[src/rtl/mmult_pkg.sv]
// mmult_pkg -- shared definitions for the mmult_gen matrix multiplier.
//   state_t / ST_* : FSM encoding (IDLE, COMPUTE, DONE)
//   calc_cw()      : width of a C element that holds an N-term dot product
//                    of DW-bit operands without overflow
package mmult_pkg;

    typedef logic [1:0] state_t;

    localparam state_t ST_IDLE    = 2'd0;
    localparam state_t ST_COMPUTE = 2'd1;
    localparam state_t ST_DONE    = 2'd2;

    // Each product needs 2*DW bits. Summing N of them needs clog2(N) more.
    function automatic int calc_cw(input int n, input int dw);
        return 2 * dw + $clog2(n);
    endfunction

endpackage

[src/rtl/mmult_gen_if.sv]
// mmult_gen_if -- request/result bundle for mmult_gen.
//   start, signed_mode, A_mat, B_mat : request (master -> slave)
//   busy, valid, C_mat               : status/result (slave -> master)
// Matrices are row-major. Element (i,j) is the (i*N+j)-th field counted from the MSB.
interface mmult_gen_if
    import mmult_pkg::*;
#(
    parameter int N  = 3,
    parameter int DW = 8
);
    localparam int CW = calc_cw(N, DW);

    logic                  start;
    logic                  signed_mode;
    logic [N*N*DW-1:0]     A_mat;
    logic [N*N*DW-1:0]     B_mat;
    logic                  busy;
    logic                  valid;
    logic [N*N*CW-1:0]     C_mat;

    modport master (
        output start, signed_mode, A_mat, B_mat,
        input  busy, valid, C_mat
    );

    modport slave (
        input  start, signed_mode, A_mat, B_mat,
        output busy, valid, C_mat
    );
endinterface

[src/rtl/mmult_dot.sv]
// mmult_dot -- combinational N-term dot product.
//   a_row, b_col : N operands of DW bits each. Index t pairs a_row[t] with b_col[t].
//   signed_mode  : 1 = sign-extend operands, 0 = zero-extend
//   dot          : sum of products, CW bits
// The operands are extended to CW bits before the multiply. The products and
// the sum are therefore exact modulo 2^CW. CW is sized so that the true result
// always fits, so the value is exact in either mode.
module mmult_dot
    import mmult_pkg::*;
#(
    parameter int N  = 3,
    parameter int DW = 8,
    parameter int CW = calc_cw(N, DW)
)(
    input  logic [N-1:0][DW-1:0] a_row,
    input  logic [N-1:0][DW-1:0] b_col,
    input  logic                 signed_mode,
    output logic [CW-1:0]        dot
);
    logic [CW-1:0] ea;
    logic [CW-1:0] eb;

    always_comb begin
        dot = '0;
        ea  = '0;
        eb  = '0;
        for (int t = 0; t < N; t++) begin
            ea  = signed_mode ? {{(CW-DW){a_row[t][DW-1]}}, a_row[t]}
                              : {{(CW-DW){1'b0}},           a_row[t]};
            eb  = signed_mode ? {{(CW-DW){b_col[t][DW-1]}}, b_col[t]}
                              : {{(CW-DW){1'b0}},           b_col[t]};
            dot = dot + ea * eb;
        end
    end

endmodule

[src/rtl/mmult_gen.sv]
// mmult_gen -- N x N matrix multiplier, C = A x B, one column of C per cycle.
//   clk   : rising-edge clock
//   reset : asynchronous, active-high
//   bus   : mmult_gen_if slave port
//             start/signed_mode/A_mat/B_mat are sampled when the block is in IDLE or DONE.
//             busy is high during the N COMPUTE cycles.
//             valid/C_mat hold the finished result until the next accepted start.
// Operation: on an accepted start the operands are latched and C is cleared.
// In COMPUTE cycle k, N dot-product units form column k of C: row i of A
// multiplied by column k of B. After column N-1 is written, the block enters
// DONE and raises valid.
module mmult_gen
    import mmult_pkg::*;
#(
    parameter int N  = 3,
    parameter int DW = 8
)(
    input  logic       clk,
    input  logic       reset,
    mmult_gen_if.slave bus
);
    localparam int CW = calc_cw(N, DW);
    localparam int KW = $clog2(N);
    localparam int NE = N * N;

    state_t              state;
    logic [KW-1:0]       k;
    logic [NE*DW-1:0]    a_q;
    logic [NE*DW-1:0]    b_q;
    logic                sm_q;
    logic [NE*CW-1:0]    c_q;
    logic                valid_q;

    logic [N-1:0][N-1:0][DW-1:0] a_rows;
    logic [N-1:0][DW-1:0]        b_col;
    logic [N-1:0][CW-1:0]        dot;

    // Operand routing. The rows of A are fixed. The column of B follows k.
    always_comb begin
        a_rows = '0;
        b_col  = '0;
        for (int i = 0; i < N; i++) begin
            for (int t = 0; t < N; t++) begin
                a_rows[i][t] = a_q[(NE-1-(i*N+t))*DW +: DW];
            end
        end
        for (int t = 0; t < N; t++) begin
            b_col[t] = b_q[(NE-1-(t*N+int'(k)))*DW +: DW];
        end
    end

    for (genvar i = 0; i < N; i++) begin : g_dot
        mmult_dot #(
            .N  (N),
            .DW (DW),
            .CW (CW)
        ) u_dot (
            .a_row       (a_rows[i]),
            .b_col       (b_col),
            .signed_mode (sm_q),
            .dot         (dot[i])
        );
    end

    always_ff @(posedge clk or posedge reset) begin
        if (reset) begin
            state   <= ST_IDLE;
            k       <= '0;
            a_q     <= '0;
            b_q     <= '0;
            sm_q    <= 1'b0;
            c_q     <= '0;
            valid_q <= 1'b0;
        end else begin
            case (state)
                ST_IDLE, ST_DONE: begin
                    if (bus.start) begin
                        a_q     <= bus.A_mat;
                        b_q     <= bus.B_mat;
                        sm_q    <= bus.signed_mode;
                        c_q     <= '0;
                        valid_q <= 1'b0;
                        k       <= '0;
                        state   <= ST_COMPUTE;
                    end
                end
                ST_COMPUTE: begin
                    // Only column k is written, so earlier columns stay stable.
                    for (int i = 0; i < N; i++) begin
                        c_q[(NE-1-(i*N+int'(k)))*CW +: CW] <= dot[i];
                    end
                    if (k == KW'(N-1)) begin
                        k       <= '0;
                        valid_q <= 1'b1;
                        state   <= ST_DONE;
                    end else begin
                        k <= k + KW'(1);
                    end
                end
                default: state <= ST_IDLE;
            endcase
        end
    end

    assign bus.busy  = (state == ST_COMPUTE);
    assign bus.valid = valid_q;
    assign bus.C_mat = c_q;

endmodule

[src/flat_wrapper.sv]
// flat-port wrapper written by rule: the top's interface ports become plain ports
module mmult_gen_flat import mmult_pkg::*;
#(
    parameter int N  = 3,
    parameter int DW = 8
)
  (clk, reset, bus_start, bus_signed_mode, bus_A_mat, bus_B_mat, bus_busy, bus_valid, bus_C_mat);
  mmult_gen_if #(.N(N), .DW(DW)) bus_i ();
  input  logic clk;
  input  logic reset;
  input wire logic [$bits(bus_i.start)-1:0] bus_start;
  input wire logic [$bits(bus_i.signed_mode)-1:0] bus_signed_mode;
  input wire logic [$bits(bus_i.A_mat)-1:0] bus_A_mat;
  input wire logic [$bits(bus_i.B_mat)-1:0] bus_B_mat;
  output wire logic [$bits(bus_i.busy)-1:0] bus_busy;
  output wire logic [$bits(bus_i.valid)-1:0] bus_valid;
  output wire logic [$bits(bus_i.C_mat)-1:0] bus_C_mat;
  assign bus_i.start = bus_start;
  assign bus_i.signed_mode = bus_signed_mode;
  assign bus_i.A_mat = bus_A_mat;
  assign bus_i.B_mat = bus_B_mat;
  assign bus_busy = bus_i.busy;
  assign bus_valid = bus_i.valid;
  assign bus_C_mat = bus_i.C_mat;
  mmult_gen #(.N(N), .DW(DW)) u_core (.clk(clk), .reset(reset), .bus(bus_i));
endmodule
[config.mk]
export PLATFORM = sky130hd
export DESIGN_NAME = mmult_gen_flat
export DESIGN_NICKNAME = d
export VERILOG_FILES = /design/src/rtl/mmult_pkg.sv /design/src/rtl/mmult_gen_if.sv /design/src/rtl/mmult_dot.sv /design/src/rtl/mmult_gen.sv /design/src/flat_wrapper.sv
export SDC_FILE = /design/constraint.sdc
export NUM_CORES = 2
export LEC_CHECK = 0
export ABC_AREA = 1
export BUFFER_PORTS_ARGS = -buffer_cell sky130_fd_sc_hd__clkbuf_2
export CAP_MARGIN = 20
export CORE_MARGIN = 2
export CORE_UTILIZATION = 35
export DETAILED_ROUTE_END_ITERATION = 8
export GPL_TIMING_DRIVEN = 0
export PLACE_DENSITY_LB_ADDON = 0.12
export SYNTH_ARGS = -nofsm -noshare
export SYNTH_HDL_FRONTEND = slang
export SYNTH_HIERARCHICAL = 1
export SYNTH_SLANG_ARGS = --single-unit
[constraint.sdc]
create_clock -name clk -period 18.6 [get_ports clk]
set_clock_uncertainty 0.2 [all_clocks]
set_input_delay 3.72 -clock clk [delete_from_list [all_inputs] [get_ports clk]]
set_output_delay 3.72 -clock clk [all_outputs]
set_load 0.02 [all_outputs]
After elaboration in Yosys (flattened, before gate mapping)
Index checks and enable logic that the tools add are counted.
{ "totals": {"register_bits": 312, "in_bits": 148, "output_inout_bits": 164, "word_cells": 81} }
{ "classes": {"add_sub_neg": 15, "mul": 12, "n_eq_ne": 5, "shift": 9, "mux": 26, "reduce_logical": 7} }
{ "ops": {"columns": ["cell", "count"], "rows": [
  ["162-bit bitwise mux", 3],
  ["18-bit by 33-bit variable shift with 162-bit output (first input constant)", 3],
  ["18-bit by 33-bit variable part select with 162-bit output", 3],
  ["162-bit case mux with 2 select lines", 1],
  ["18-bit two-way mux", 12],
  ["18-bit by 18-bit multiplier with 18-bit output", 9],
  ["162-bit two-way mux", 1],
  ["72-bit by 32-bit variable part select with 8-bit output", 2],
  ["18-bit adder", 6],
  ["32-bit negation with 33-bit output", 3],
  ["72-bit by 8-bit variable part select with 8-bit output", 1],
  ["32-bit by 5-bit multiplier with 31-bit output (second input constant)", 2],
  ["5-bit by 32-bit subtractor with 32-bit output (first input constant)", 2],
  ["5-bit by 5-bit multiplier with 10-bit output (second input constant)", 1],
  ["2-bit two-way mux", 4],
  ["2-bit case mux with 2 select lines", 2],
  ["2-bit AND reduction", 3],
  ["4-bit by 2-bit subtractor with 5-bit output (first input constant)", 1],
  ["3-bit by 2-bit adder with 4-bit output (first input constant)", 1],
  ["2-bit equality test (second input constant)", 2],
  ["2-bit by 2-bit adder with 3-bit output (first input constant)", 1],
  ["3-bit AND reduction", 1],
  ["2-bit by 1-bit adder with 2-bit output (second input constant)", 1],
  ["2-bit by 1-bit equality test with 1-bit output (second input constant)", 1],
  ["other kinds (7)", 8]
]} }

Longest topological paths before layout
{ "logic_depth": {"depth_word": 12, "ltp_mapped": 63, "ltp_nobuf": 54} }

Hierarchy
The synthesis kept the hierarchy.
{ "modules_own_cells": {"columns": ["module", "instances", "cells_each", "area_per_inst_um2", "seq_area_each_um2"], "rows": [
  ["mmult_gen", 1, 3065, 19934.1, 7807.5],
  ["mmult_dot (u_core.g_dot[1].u_dot)", 1, 1705, 13454.2, 0.0],
  ["mmult_dot (u_core.g_dot[2].u_dot)", 1, 1670, 13376.6, 0.0],
  ["mmult_dot (u_core.g_dot[0].u_dot)", 1, 1659, 13322.8, 0.0]
]} }

Least setup slack after synthesis
OpenSTA, ideal clock, no wires.
{ "synth_path": {"path_kind": "reg-to-reg", "from": "reg u_core.k[0]", "to": "reg u_core.c_q[115], in the netlist u_core/bus.C_mat[115]", "setup_time_ps": 66, "arrival_ps": 10467, "required_time_ps": 18334, "slack_ps": 7866, "stages_incl_launch_ff": 51, "path_buffers": 10, "synth_period_minus_slack_ps": 10734, "cell_sequence": "dfrtp_1 -> buf_4 -> inv_2 -> buf_6 -> buf_6 -> buf_2 -> buf_2 -> buf_2 -> ha_1 -> buf_6 -> nor2_2 -> buf_2 -> clkbuf_1 -> nand2_1 -> a31oi_1 -> clkbuf_1 -> nand2_1 -> nor2_1 -> (+15 left out) -> a31o_2 -> a21oi_1 -> o21ai_1 -> xor2_1 -> nand3_1 -> nand2_1 -> inv_1 -> o21ai_2 -> nand2_1 -> o21ai_1 -> nand2_1 -> o21ai_2 -> nand2_1 -> nand2_1 -> nand2_1 -> nand2_1 -> nand3_1 -> nand2_1"} }
{ "synth_lines": {"columns": ["element", "line_no", "rtl"], "rows": [
  ["start, declared", "mmult_gen.sv:27", "logic [KW-1:0] k;"],
  ["start signal, assigned", "mmult_gen.sv:97", "k <= k + KW'(1);"],
  ["end signal, assigned by index", "mmult_gen.sv:90", "c_q[(NE-1-(i*N+int'(k)))*CW +: CW] <= dot[i];"],
  ["end, declared", "mmult_gen.sv:31", "logic [NE*CW-1:0] c_q;"]
]} }

==> impl_results.md <==
- DIE WIDTH: approximately 420 um
- Maximum Capacitance Violations: 0
- Max_slew headroom: 0.258
- # nets final: approximately 10000
- Resize count post-CTS: 0
- Synthesis-stage register bit count: approximately 310
- Total Wirelength: 245 mm
- P&R area growth vs syn: 10.2%
- Synth cell types: 60
- DRC Markers: 0
- Row count: approximately 150
- Fin. max-slew vios: 0
- CTS root buf: clkbuf_16
- Vias per cell: approximately 4.9
- Syn Nets: between 9000 and 10000
- Initial antenna violation count: 8
- Max incr delay on CP: between 0.8 and 0.9 ns
- Setup TNS Final: 0 ns
- Clock Latency Late Sink: 0.72 ns
- Seq/Total Area, Yosys: 0.130
- Number of synthesized flops with an enable pin: 0
- CP endpoint kind: flip-flop
- Die area: approximately 180000 um^2
- Clock transition at path regs: 0.07 ns
- CTS tree: yes
- GPL Wtd Cong: ~1.1
- Share of cells above drive strength 1: 0.0715
- CP required: roughly 19 ns
- Worst-path fanout max: 13
- WL per Instance: around 23 um
- Starting Density: 0.351
- Setup bufs post-CTS: 0
- CTS buffer count: 44
- Drt pass-1 iters: 8
- Vias in the first global route: 54500
- Crit path max-delay cell type: clkbuf_1
- Delay-heaviest family, CP: adder cells
- Mapped Avg Cell Area: 7.42 um^2
- Synth Flop Type: dfrtp_1
- Critical path class: flip-flop to flip-flop
- Startpoint Class: flip-flop
- Port-buffer cells: just over 300
- Die Y-Extent: 418 um
- Commonest non-fill, non-tap cell in the layout: nand2_1
- Total Routing Usage GR: 0.284
- CP bufs+invs: 21
- H-tree levels: 2
- Crit path DAT: 16.07 ns
- RSZ-0062 raised after global routing: no
- Worst-margin pin slew: roughly 1.1 ns
- Global-route wire length before repair: approximately 360 mm
- FMAX: around 0.064 GHz
- Ys async rst share: 1.00
- Setup violators final: 0
- Via count: about 53000
- Cts-stage hold buffer count: 0
- Hold Crit Class: flip-flop to flip-flop
- Final period util: 0.841
- Pin count of the biggest net entering global routing: between 100 and 150
- Fin. Hold Viols: 0
- Overflow left after global routing: 0
- Clock Path Buffers: 3
- Num ports: 312
- DP HPWL: between 200 and 250 mm
- Final min period: approximately 16 ns
- Core Region: between 150000 and 200000 um^2
- Cell Area, Synth: 60100 um^2
- Final ANT Viol Nets: 0
- Synth Instances: about 8100
- Yosys warning count: 6
- Outcome: finished, final reports clean
- Most frequent cells in the layout: 2475 x nand2_1, 1982 x inv_1, 984 x fa_1
- Iter 0 DRT Violations: roughly 3800
- Total clock sinks: 312
-- stage by stage --
step	instance area [um^2]	hold slack, ns	util	std cells	setup WS [ns]
floorplan	60100	0.237	-	8099	6.05
global placement	64400	0.251	0.376	10600	1.04
detailed placement	64700	0.256	0.378	10700	3.17
CTS	66200	0.270	0.387	10700	3.12
global route	66200	0.284	0.387	10700	2.51
finish	66200	0.265	0.387	10700	2.95
-- metal layers --
| metal | track usage | wire, um | vias to the layer above |
|---|---|---|---|
| li1 | - | - | 24500 |
| met5 | 0 | 19 | - |
| met1 | 0.360 | 102000 | 26100 |
| met4 | 0.151 | 15900 | 2 |
| met2 | 0.469 | 114000 | 1556 |
| met3 | 0.0379 | 12800 | 468 |
-- tightest hold or removal path, cell delays in order (launching register included) --
cell and delay [ns]:
dfrtp_1 0.33, nand2_1 0.05, nand2_1 0.05
-- final timing paths --
| path | from | end | slack (ns) | cells past startpoint |
|---|---|---|---|---|
| max reg2reg | u_core/k[0] | u_core/bus.C_mat[51] | 2.95 | 54 |
| min in group asynchronous | reset | u_core/a_q[54] | 2.94 | 2 |
| min | u_core/a_q[42] | u_core/a_q[42] | 0.27 | 2 |
| max | u_core/k[0] | u_core/bus.C_mat[51] | 2.95 | 54 |
| min reg2reg | u_core/a_q[42] | u_core/a_q[42] | 0.27 | 2 |
| max in group asynchronous | reset | u_core/b_q[20] | 14.01 | 3 |
-- sequential cells by signal, summed over array words and instances, names as in the netlist --
register,cells
u_core/a_q,72
u_core/b_q,72
u_core/bus.C_mat,162
u_core/bus.valid,1
u_core/k,2
u_core/sm_q,1
u_core/state,2
-- kinds of logic after synthesis --
| logic type | Yosys count | synth area share |
|---|---|---|
| fa+ha+maj | 1468 | 0.429 |
| compound gates | 558 | 0.0523 |
| simple gates | 3288 | 0.222 |
| xor+xnor | 111 | 0.0162 |
| mux | 1 | 0.000167 |
| flops | 312 | 0.130 |
| buf+inv | 2361 | 0.151 |
-- cell usage after synthesis, types with 3 or more instances --
| master | number | share of area |
|---|---|---|
| o21ai_1 | 70 | 0.0058 |
| buf_2 | 51 | 0.0042 |
| a22oi_1 | 10 | 0.0012 |
| clkbuf_1 | 226 | 0.014 |
| or2_2 | 15 | 0.0016 |
| nand3_1 | 355 | 0.030 |
| nand3b_1 | 13 | 0.0016 |
| o21a_1 | 4 | 0.00050 |
| nor2_4 | 7 | 0.0013 |
| buf_1 | 30 | 0.0019 |
| xnor2_1 | 51 | 0.0074 |
| nor2_2 | 13 | 0.0014 |
| inv_2 | 31 | 0.0019 |
| o21ai_0 | 190 | 0.016 |
| a21oi_1 | 165 | 0.014 |
| nand3_2 | 3 | 0.00050 |
| inv_1 | 1983 | 0.12 |
| a41oi_1 | 3 | 0.00044 |
| and2_1 | 5 | 0.00052 |
| o22ai_1 | 12 | 0.0012 |
| clkinv_1 | 5 | 0.00031 |
| a31oi_1 | 24 | 0.0025 |
| nand2_2 | 20 | 0.0021 |
| fa_1 | 984 | 0.33 |
| nor2_1 | 281 | 0.018 |
| nor3_1 | 25 | 0.0021 |
| o21bai_1 | 4 | 0.00050 |
| nand4_1 | 64 | 0.0067 |
| a221oi_1 | 6 | 0.00087 |
| buf_4 | 20 | 0.0025 |
| nand3_4 | 3 | 0.00087 |
| o31ai_1 | 19 | 0.0024 |
| ha_1 | 484 | 0.10 |
| xor2_1 | 60 | 0.0087 |
| or2_1 | 4 | 0.00042 |
| dfrtp_1 | 312 | 0.13 |
| o21ai_2 | 11 | 0.0016 |
| buf_6 | 11 | 0.0021 |
| o211ai_1 | 22 | 0.0027 |
| nand2_1 | 2475 | 0.15 |
-- layout make-up --
class	instances	area, um^2
tap	2233	2790
inverter	2022	7600
buffer	339	1500
sequential	312	7810
clock buffer	55	1190
antenna	2	5.00
fill	18400	105000
clock inverter	25	327
timing repair buffer	326	1750
multi-input combinational	5426	43200
Power is not shown: default switching activity piles up to over one toggle a cycle in this logic, so the estimate is an artifact.
